$ cat src/rtl/pending_req_encoder.sv
// Sticky request capture feeding a lowest-index-first binary encoder.
// Issues one index per cycle over a valid/ready handshake.
module pending_req_encoder #(
    parameter  int N = 32,
    localparam int W = $clog2(N)
) (
    input  logic         clk,
    input  logic         reset,
    input  logic         enable,
    input  logic [N-1:0] req,
    output logic         out_valid,
    output logic [W-1:0] out_idx,
    input  logic         out_ready,
    output logic [N-1:0] pending,
    output logic         dropped
);

    logic         slot_free;
    logic         pop;
    logic [N-1:0] lowest_bit;
    logic [N-1:0] pop_mask;
    logic [N-1:0] cap;
    logic [W-1:0] pop_idx;

    // Two's-complement trick isolates the lowest set bit of pending.
    assign lowest_bit = pending & (~pending + N'(1));
    assign slot_free  = ~out_valid | out_ready;
    assign pop        = enable & slot_free & (|pending);
    assign pop_mask   = pop ? lowest_bit : '0;
    assign cap        = enable ? req : '0;

    // NOTE: default assignment before the loop keeps this combinational (no latch).
    always_comb begin
        pop_idx = '0;
        for (int i = 0; i < N; i++) begin
            if (pop_mask[i]) pop_idx |= W'(i);
        end
    end

    // NOTE: non-blocking assignments so every register sees pre-edge state.
    always_ff @(posedge clk or negedge reset) begin
        if (!reset) begin
            pending   <= '0;
            out_valid <= 1'b0;
            out_idx   <= '0;
            dropped   <= 1'b0;
        end else begin
            pending <= (pending & ~pop_mask) | cap;
            dropped <= |(cap & pending & ~pop_mask);
            if (pop) begin
                out_valid <= 1'b1;
                out_idx   <= pop_idx;
            end else if (out_valid && out_ready) begin
                out_valid <= 1'b0;
            end
        end
    end

    // A stalled output must hold its index until accepted.
    a_stall_stable: assert property (@(posedge clk) disable iff (!reset)
        (out_valid && !out_ready) |=> (out_valid && $stable(out_idx)));

    a_pop_onehot: assert property (@(posedge clk) disable iff (!reset)
        $onehot0(pop_mask));

endmodule

$ cat config.mk
export PLATFORM = sky130hd
export DESIGN_NAME = pending_req_encoder
export DESIGN_NICKNAME = d
export VERILOG_FILES = /design/src/rtl/pending_req_encoder.sv
export SDC_FILE = /design/constraint.sdc
export NUM_CORES = 1
export LEC_CHECK = 0
export ABC_AREA = 1
export ABC_CLOCK_PERIOD_IN_PS = 2350
export BUFFER_PORTS_ARGS = -buffer_cell sky130_fd_sc_hd__buf_2
export CAP_MARGIN = 5
export CORE_MARGIN = 2
export CORE_UTILIZATION = 55
export CTS_CLUSTER_SIZE = 14
export DETAILED_ROUTE_END_ITERATION = 12
export HOLD_SLACK_MARGIN = 0.08
export PLACE_DENSITY = 0.8
export SLEW_MARGIN = 30
export SYNTH_ARGS = -nofsm -noshare
export SYNTH_HDL_FRONTEND = slang
export SYNTH_SLANG_ARGS = --single-unit
$ cat constraint.sdc
create_clock -name clk -period 2.35 [get_ports clk]
set_input_delay 0.5875 -clock clk [delete_from_list [all_inputs] [get_ports clk]]
set_output_delay 0.5875 -clock clk [all_outputs]
set_load 0.05 [all_outputs]
==> impl_metrics.json, run 1 <==
{
  "crit_path_max_fanout": 6,
  "core-area_sq_mm": 0.00561,
  "hp-class": "in -> async",
  "ios": 75,
  "die_y_um": 80.9,
  "cts.clk_slew.worst_paths_ns": 0.08,
  "worst-endpoint-arrival_ns": 2.42,
  "crit_type": "reg -> reg",
  "fp.dieW_um": 80.9,
  "crit_chain": "nor2_1 > nand2_1 > nor2_2 > nand2_1 > nor3_2 > nand2_1 > nand2_1 > nand2_1 > nor2_1 > nand2_1 > nor2_1 > nand2_1",
  "worst_path_most_repeated_cell": "nand2_1",
  "numCtsBuffers": 5,
  "cts_tree": "built",
  "fmaxAchievable_mhz": 446,
  "cp-start-kind": "flip-flop",
  "first_iter_violations": 454,
  "area_growth_pct": 21.5,
  "synthFlopType": "dfrtp_1",
  "synth_seq_cells": 39,
  "drc": 0,
  "rsz0062_at_grt": "false",
  "syn-num-nets": 624,
  "synth_cells": 588,
  "cts_max_level": 2,
  "first_pass_iters": 5,
  "cts.sinks": 39,
  "avgSynthCellArea_sq_um": 5.53,
  "clkLatencyLatePin_ns": 0.29,
  "slowest_stage": "dfrtp_2",
  "r2r_start": "pending[8]",
  "crit_required_ns": 2.52,
  "synth_edf_count": 0,
  "slew_viol_final": 0,
  "vias_per_cell": 5.33,
  "row_count": 27,
  "drv_cap": 0,
  "vias": 3984,
  "n_antenna_cell": 0,
  "final-setup-viol-count": 0,
  "portBuffers": 74,
  "fin_crit_ns": 2.24,
  "antenna_found_initial": 0,
  "ys.warnings.count": 0,
  "routed_wl_um": 11000,
  "ir_drop_mv": 0.362,
  "skew_ns": 0.00712,
  "hpwl_um": 8840,
  "final_hold_viol_count": 0,
  "yosysSeqAreaShare_pct": 30.0,
  "die_area_sq_mm": 0.00654,
  "synthArstFlopShare_pct": 100,
  "grt_max_degree": 33,
  "dp_slack_ns": 0.106,
  "synth.distinct_cells": 20,
  "crit_path_end_kind": "flip-flop",
  "layout.nets": 711,
  "relSlewSlack_pct": 74.0,
  "p_per_area_mw_per_mm2": 424,
  "grt_overflow_total": 0,
  "status": "complete, no violations",
  "clock_path_buffers": 2,
  "p_total_mw": 1.68,
  "mostFrequentLayoutCell": "nand2_1",
  "initial_core_util_pct": 58.0,
  "tightest_slew_ns": 0.387,
  "setup_tns_ns": 0,
  "syn-cell-area_sq_mm": 0.00325,
  "startpoint": "pending[8]",
  "leakage_nw": 2.20,
  "fill_cells": 531,
  "grt_pass1_vias": 3702,
  "fin_ws_ns": 0.105,
  "place_congestion": 1.00,
  "gr-usage-all-layers_pct": 34.6,
  "slowest_delay_ns": 0.48,
  "grt_pass1_wl_um": 17400,
  "ant_nets": 0,
  "cts_root_buffer": "clkbuf_8",
  "period_share_pct": 95.5,
  "layout_common_cells": "nand2_1 (241), nor2_1 (140), buf_2 (74), inv_1 (59), nand3_1 (35)",
  "post_drt_wl_per_cell_um": 14.7,
  "drive_gt1_share_pct": 19.5
}
-- area by class of cell --
class,count,area [sq um],area share (%)
well taps,72,90.1,2.28
repair buffers,90,515,13.1
multi-input cells,480,2020,51.2
inverters,59,221,5.61
clock inverters,2,35.0,0.887
flip-flops and latches,39,983,24.9
clock buffers,6,82.6,2.09
-- metrics by stage --
stage	instances	area (sq um)	hold slack (ns)	util [%]
floorplan	588	3250	0.292	-
global placement	737	3770	0.497	67.2
detailed placement	737	3770	0.511	67.2
CTS	745	3890	0.215	69.3
global route	748	3950	0.225	70.4
finish	748	3950	0.204	70.4
-- flip-flops by register name, summed over array words and instances, names as in the netlist --
| signal | cells |
|---|---|
| pending | 32 |
| dropped | 1 |
| out_idx | 5 |
| out_valid | 1 |
-- layer usage --
layer / vias to the layer above / global-route usage (%) / part of all wire, %
li1: 1973 / - / -
met1: 1788 / 48.1 / 44
met2: 207 / 56.9 / 46
met3: 16 / 4.56 / 8.1
met4: 0 / 8.81 / 1.9
met5: - / 0 / 0
-- cells by family after synthesis --
family          count (synthesis)  share of synthesized area, %
compound gates                 14                          2.23
flops                          39                          30.0
buf+inv                        69                          8.78
simple gates                  466                          59.0
-- where the power goes --
group | internal (mW) | switching [mW] | total, mW
clock | 0.344 | 0.254 | 0.598
sequential | 0.695 | 0.0227 | 0.718
combinational | 0.109 | 0.250 | 0.359
-- path summary, 6_finish.rpt --
check,to,slack [ns],cells past startpoint
max,dropped,0.11,12
min,pending[29],0.20,1
min in group clk,out_valid,0.51,2
max reg2reg,dropped,0.11,12
min reg2reg,out_idx[3],0.53,2
max in group asynchronous,pending[12],1.62,2
-- timing repair --
action                     4_1_cts  5_1_grt
setup endpoints to repair        0        2
hold buffers                     0        0
resized for setup                0       15
setup buffers                    0        3
-- critical path, delay by kind of cell, from the launching register on --
| family | cells | cell delay (ns) |
|---|---|---|
| flip-flops | 1 | 0.48 |
| AND/OR/NAND/NOR | 12 | 1.65 |
-- cells in the mapped netlist, types with 4 or more instances --
cell | number | share of area, %
nand2_2 | 5 | 0.96
inv_1 | 59 | 6.8
nand2_1 | 242 | 28
o21ai_0 | 4 | 0.62
nor2_1 | 144 | 17
o21ai_1 | 4 | 0.62
dfrtp_1 | 39 | 30
nand3_1 | 36 | 5.5
clkbuf_1 | 4 | 0.46
nor2_4 | 5 | 1.7
nor3_1 | 16 | 2.5
a21oi_1 | 5 | 0.77
nor2_2 | 9 | 1.7
nand4_1 | 4 | 0.77
Note: power is estimated with default switching activity, not from simulation.
==> run 2, diff against run 1 <==
--- a/config.mk
+++ b/config.mk
@@ -10,12 +10,14 @@
 export BUFFER_PORTS_ARGS = -buffer_cell sky130_fd_sc_hd__buf_2
 export CAP_MARGIN = 5
 export CORE_MARGIN = 2
-export CORE_UTILIZATION = 55
+export CORE_UTILIZATION = 56
+export CTS_BUF_LIST = sky130_fd_sc_hd__clkbuf_4 sky130_fd_sc_hd__clkbuf_8
 export CTS_CLUSTER_SIZE = 14
 export DETAILED_ROUTE_END_ITERATION = 12
-export HOLD_SLACK_MARGIN = 0.08
-export PLACE_DENSITY = 0.8
+export HOLD_SLACK_MARGIN = 0.15
+export PLACE_DENSITY = 0.81
 export SLEW_MARGIN = 30
 export SYNTH_ARGS = -nofsm -noshare
 export SYNTH_HDL_FRONTEND = slang
 export SYNTH_SLANG_ARGS = --single-unit
+export TNS_END_PERCENT = 30
==> run 2 against run 1 <==
- clock-buffer cell count increased by 1
- clock power decreased by 17%
- cell area decreased by 1.8%
- critical path depth unchanged
- critical endpoint unchanged
- sequential power about the same
- first-iteration DRC count decreased by 14%
- die area decreased by 1.7%
- global-route usage increased by 2.2 points
- non-clock buffer count decreased by 3
- via count increased by 2.5%
- combinational power about the same
==> impl_metrics.json, run 2 (synthesis gave the netlist of run 1 again) <==
{
  "seqPwrFrac_pct": 45.7,
  "ant_nets": 0,
  "fin_crit_ns": 2.22,
  "placed_area_sq_mm": 0.00375,
  "p_clk_share_pct": 31.5,
  "cts.sinks": 39,
  "layout.nets": 708,
  "cts_max_level": 2,
  "crit_path_max_fanout": 5,
  "vias": 4085,
  "crit_type": "reg -> reg",
  "relSlewSlack_pct": 76.2,
  "reg2reg_slack_ns": 0.13,
  "core-area_sq_mm": 0.00554,
  "reg2reg_to": "dropped",
  "first_iter_violations": 389,
  "gr-usage-all-layers_pct": 36.8,
  "drc": 0,
  "portBuffers": 74,
  "grt_pass1_vias": 3817,
  "r2r_start": "pending[6]",
  "wl_met1_um": 4690,
  "clkLatencyLatePin_ns": 0.30,
  "pwr-share-comb_pct": 22.8,
  "ir_drop_mv": 0.333,
  "skew_ns": 0.0116,
  "fill_cells": 531,
  "met3RoutedLength_um": 975,
  "n_antenna_cell": 0,
  "clock_path_buffers": 2,
  "initial_core_util_pct": 58.7,
  "drv_cap": 0,
  "power.switching_mw": 0.534,
  "row_count": 27,
  "highest_layer": "met4",
  "crit_required_ns": 2.54,
  "post_drt_wl_per_cell_um": 15.1,
  "rsz0062_at_grt": "false",
  "final_hold_viol_count": 0,
  "fp.dieW_um": 80.2,
  "antenna_found_initial": 0,
  "grt_overflow_total": 0,
  "grt_pass1_wl_um": 18200,
  "setup_tns_ns": 0,
  "min-delay-start": "out_ready",
  "p_per_area_mw_per_mm2": 404,
  "sw_frac_of_total_pct": 34.1,
  "cts.clk_slew.worst_paths_ns": 0.09,
  "reg_top3": "pending: 32 flops, out_idx: 5 flops",
  "reg2reg_depth": 12,
  "hp-class": "in -> reg",
  "wl_met2_um": 5090,
  "tightest_slew_ns": 0.355,
  "post-route-cell-area_sq_mm": 0.00388,
  "cp-start-kind": "flip-flop",
  "hpwl_um": 9010,
  "mostFrequentLayoutCell": "nand2_1",
  "layout_common_cells": "nand2_1 (240), nor2_1 (141), buf_2 (74), inv_1 (59), dfrtp_1 (37)",
  "area_growth_pct": 19.3,
  "worst-endpoint-arrival_ns": 2.41,
  "whs_endpoint": "out_valid",
  "ios": 75,
  "period_share_pct": 94.5,
  "cts_tree": "built",
  "first_pass_iters": 5,
  "holdPathStages": 2,
  "die_y_um": 80.2,
  "numCtsBuffers": 5,
  "largest_register_ffs": 32,
  "p_int_mw": 1.03,
  "slew_viol_final": 0,
  "routed_wl_um": 11200,
  "drive_gt1_share_pct": 18.1,
  "vias_per_cell": 5.48,
  "status": "complete, no violations",
  "die_area_sq_mm": 0.00643,
  "place_congestion": 1.08,
  "largest_register": "pending",
  "leakage_nw": 2.17,
  "fmaxAchievable_mhz": 450,
  "cts_root_buffer": "clkbuf_8",
  "utilization_pct": 70.0,
  "p_total_mw": 1.57,
  "crit_path_end_kind": "flip-flop",
  "final-setup-viol-count": 0,
  "grt_max_degree": 33
}
[run 2: cell count changes in the layout (fill, tap and decap cells not counted), sizes merged]
cell / before / now
buf: 90 / 86
bufinv: 1 / 0
clkbuf: 6 / 7
dlygate4sd3: 0 / 1
[run 2: metrics by stage]
stage / hold slack, ns / instances / setup slack, ns
2_1_floorplan: 0.292 / 588 / 0.336
3_3_place_gp: 0.431 / 736 / 0.102
3_5_place_dp: 0.438 / 736 / 0.122
4_1_cts: 0.486 / 745 / 0.103
5_1_grt: 0.498 / 745 / 0.000482
6_report: 0.484 / 745 / 0.128
[run 2: critical path, cell delays in order, from the launching register on]
cell and delay, ns:
dfrtp_1 0.44, nor2_1 0.22, nand2_1 0.18, nor2_2 0.22, nand3_1 0.22, nor2_1 0.20
nand3_1 0.12, nand2_1 0.08, nand2_1 0.05, nor2_1 0.11, nand2_1 0.10, nor2_1 0.12
nand2_1 0.05
[run 2: final cells by class]
type | instances | area [sq um] | area share (%)
multi-input cells | 480 | 2020 | 52.0
clock buffers | 7 | 83.8 | 2.16
well taps | 72 | 90.1 | 2.32
flip-flops and latches | 39 | 978 | 25.2
clock inverters | 1 | 5.00 | 0.129
inverters | 59 | 221 | 5.71
repair buffers | 87 | 483 | 12.5
[run 2: worst max-delay path by stage]
stage	slack, ns	start	endpoint
finish	0.13	pending[6]	dropped
global route	0.0005	pending[0]	out_idx[2]
CTS	0.10	pending[6]	dropped
detailed placement	0.12	pending[6]	dropped
global placement	0.10	pending[6]	out_idx[4]
floorplan	0.34	pending[3]	out_idx[2]
[run 2: metal layers]
layer  up-vias  global-route usage [%]
met5         -                       0
met4         0                    16.6
met3        39                    6.18
met2       235                    59.6
met1      1838                    48.0
li1       1973                       -
[run 2: repair_timing]
item                                    in CTS  in global routing
resized for setup                            0                 10
endpoints found under the setup margin       0                  5
setup buffers                                0                  0
hold buffers                                 1                  0
endpoints found under the hold margin        6                  0
[run 2: power groups by stage]
stage          Combinational, mW  Sequential, mW  Clock (mW)
3_5_place_dp               0.352           0.730           0
3_3_place_gp               0.348           0.728           0
6_report                   0.357           0.717       0.494
5_1_grt                    0.396           0.719       0.513
4_1_cts                    0.355           0.716       0.496
2_1_floorplan              0.152           0.817           0
==> run 3, diff against run 2 <==
--- a/config.mk
+++ b/config.mk
@@ -10,12 +10,13 @@
 export BUFFER_PORTS_ARGS = -buffer_cell sky130_fd_sc_hd__buf_2
 export CAP_MARGIN = 5
 export CORE_MARGIN = 2
-export CORE_UTILIZATION = 56
+export CORE_UTILIZATION = 25
 export CTS_BUF_LIST = sky130_fd_sc_hd__clkbuf_4 sky130_fd_sc_hd__clkbuf_8
 export CTS_CLUSTER_SIZE = 14
 export DETAILED_ROUTE_END_ITERATION = 12
 export HOLD_SLACK_MARGIN = 0.15
-export PLACE_DENSITY = 0.81
+export PLACE_DENSITY = 0.42
+export RECOVER_POWER = 25
 export SLEW_MARGIN = 30
 export SYNTH_ARGS = -nofsm -noshare
 export SYNTH_HDL_FRONTEND = slang
==> run 3 against run 2 <==
- critical path type unchanged
- sequential power barely moved
- largest power group unchanged
- combinational power barely moved
- largest cell class unchanged
- fmax barely moved
==> impl_metrics.json, run 3 (synthesis gave the netlist of run 1 again) <==
{
  "status": "complete, no violations",
  "period_share_pct": 94.5,
  "cts_root_buffer": "clkbuf_8",
  "numCtsBuffers": 5,
  "largest_register": "pending",
  "setup_tns_ns": 0,
  "drc": 0,
  "reg2reg_slack_ns": 0.13,
  "fp.dieW_um": 118,
  "cp-start-kind": "flip-flop",
  "first_iter_violations": 185,
  "r2r_start": "pending[3]",
  "leakage_nw": 2.25,
  "grt_pass1_vias": 3927,
  "row_count": 41,
  "skew_ns": 0.0144,
  "worst_path_most_repeated_cell": "nor2_1",
  "clkLatencyLatePin_ns": 0.33,
  "vias_per_cell": 4.47,
  "grt_pass1_wl_um": 21800,
  "crit_path_end": "dropped",
  "path_delay_family": "simple AND/OR/NAND/NOR gates",
  "worst-path-buf-inv": 0,
  "post-route-cell-area_sq_mm": 0.00413,
  "drive_gt1_share_pct": 20.4,
  "slew_viol_final": 0,
  "timing.hold.ws_ns": 0.451,
  "crit_path_end_kind": "flip-flop",
  "crit_chain": "nor2_1 > nand2_2 > nor2_1 > nand3_2 > nor2_1 > nand3_1 > nand2_1 > nand2_1 > nor2_1 > nand2_1 > nor2_1 > nand2_1",
  "gr-usage-all-layers_pct": 20.4,
  "area_growth_pct": 26.9,
  "cts.sinks": 39,
  "final_hold_viol_count": 0,
  "hpwl_um": 11500,
  "layout.nets": 726,
  "relSlewSlack_pct": 16.1,
  "layout_common_cells": "nand2_1 (240), nor2_1 (139), buf_2 (73), inv_1 (59), dfrtp_1 (39)",
  "mostFrequentLayoutCell": "nand2_1",
  "cts_tree": "built",
  "largest_register_ffs": 32,
  "ir_drop_mv": 0.229,
  "reg2reg_to": "dropped",
  "crit_type": "reg -> reg",
  "cts_max_level": 2,
  "cts_setup_buffers": 0,
  "ios": 75,
  "crit_required_ns": 2.57,
  "grt_overflow_total": 0,
  "placed_area_sq_mm": 0.00403,
  "fmaxAchievable_mhz": 450,
  "reg_top3": "pending: 32 flops, out_idx: 5 flops",
  "crit_path_max_fanout": 5,
  "rsz0062_at_grt": "true",
  "first_pass_iters": 5,
  "post_drt_wl_per_cell_um": 16.1,
  "n_antenna_cell": 0,
  "antenna_found_initial": 0,
  "worst-path-stages": 12,
  "drv_cap": 0,
  "routed_wl_um": 13900,
  "initial_core_util_pct": 25.7,
  "slowest_stage": "dfrtp_1",
  "core-area_sq_mm": 0.0127,
  "die_y_um": 118,
  "slowest_delay_ns": 0.43,
  "fin_crit_ns": 2.22,
  "worst-endpoint-arrival_ns": 2.44,
  "clock_path_buffers": 2,
  "startpoint": "pending[3]",
  "final-setup-viol-count": 0,
  "portBuffers": 74,
  "grt_max_degree": 33,
  "cts.clk_slew.worst_paths_ns": 0.09,
  "tightest_slew_ns": 1.26,
  "fill_cells": 1546,
  "ant_nets": 0,
  "p_per_area_mw_per_mm2": 388,
  "hp-class": "in -> reg",
  "reg2reg_depth": 12,
  "place_congestion": 0.974,
  "vias": 3854,
  "die_area_sq_mm": 0.0139
}
==> run 3: cell count changes in the layout (fill, tap and decap cells not counted) <==
cell,delta
dfrtp_2,-2
nand3_1,-1
clkbuf_2,+1
dlygate4sd3_1,-1
nor2_1,-2
dfrtp_1,+2
clkbuf_1,+1
buf_4,+18
nor2_4,-3
buf_2,-1
nand3_2,+1
nor2_2,+5
==> run 3: metrics by stage <==
step	power, mW	cells	utilization [%]	setup slack (ns)
6_report	1.60	863	32.6	0.130
5_1_grt	1.69	863	32.6	-0.0266
4_1_cts	1.64	863	32.5	0.0534
3_5_place_dp	1.10	855	31.8	0.0604
3_3_place_gp	1.10	855	31.8	0.0663
2_1_floorplan	0.968	588	-	0.336
==> run 3: final cells by class <==
cell class | instances | area (sq um) | share of cell area, %
Clock buffer | 7 | 83.8 | 2.03
Clock inverter | 1 | 5.00 | 0.121
Inverter | 59 | 221 | 5.37
Multi-Input combinational cell | 480 | 2010 | 48.8
Sequential cell | 39 | 976 | 23.7
Tap cell | 172 | 215 | 5.22
Timing Repair Buffer | 105 | 612 | 14.8
==> run 3: where the power goes <==
| group | internal [mW] | switching (mW) | leakage [nW] |
|---|---|---|---|
| registers | 0.695 | 0.0242 | 0.366 |
| clock network | 0.232 | 0.292 | 0.0491 |
| logic | 0.106 | 0.251 | 1.83 |
| total | 1.03 | 0.567 | 2.25 |
==> run 3: worst min path at each step <==
stage | start | to | cells after the start
5_1_grt | out_ready | out_valid | 2
3_5_place_dp | pending[2] | pending[2] | 2
3_3_place_gp | pending[2] | pending[2] | 2
6_report | out_ready | out_valid | 2
2_1_floorplan | reset | dropped | 0
4_1_cts | reset | pending[29] | 1
==> run 3: worst register-to-register path: cells and delay by family (launching register included) <==
family	cells	cell delay [ns]
and+or+nand+nor	12	1.69
DFF	1	0.43
==> run 3: routing by layer <==
metal	global-route usage, %	up-vias	routed length [um]
met2	35.3	87	6610
met1	26.3	1756	6350
li1	-	1993	-
met5	0	-	0
met4	5.42	0	336
met3	3.34	18	594
==> run 3: repair_timing <==
item	CTS	global route
setup endpoints to repair	0	4
resized for setup	0	8
hold buffers	0	0
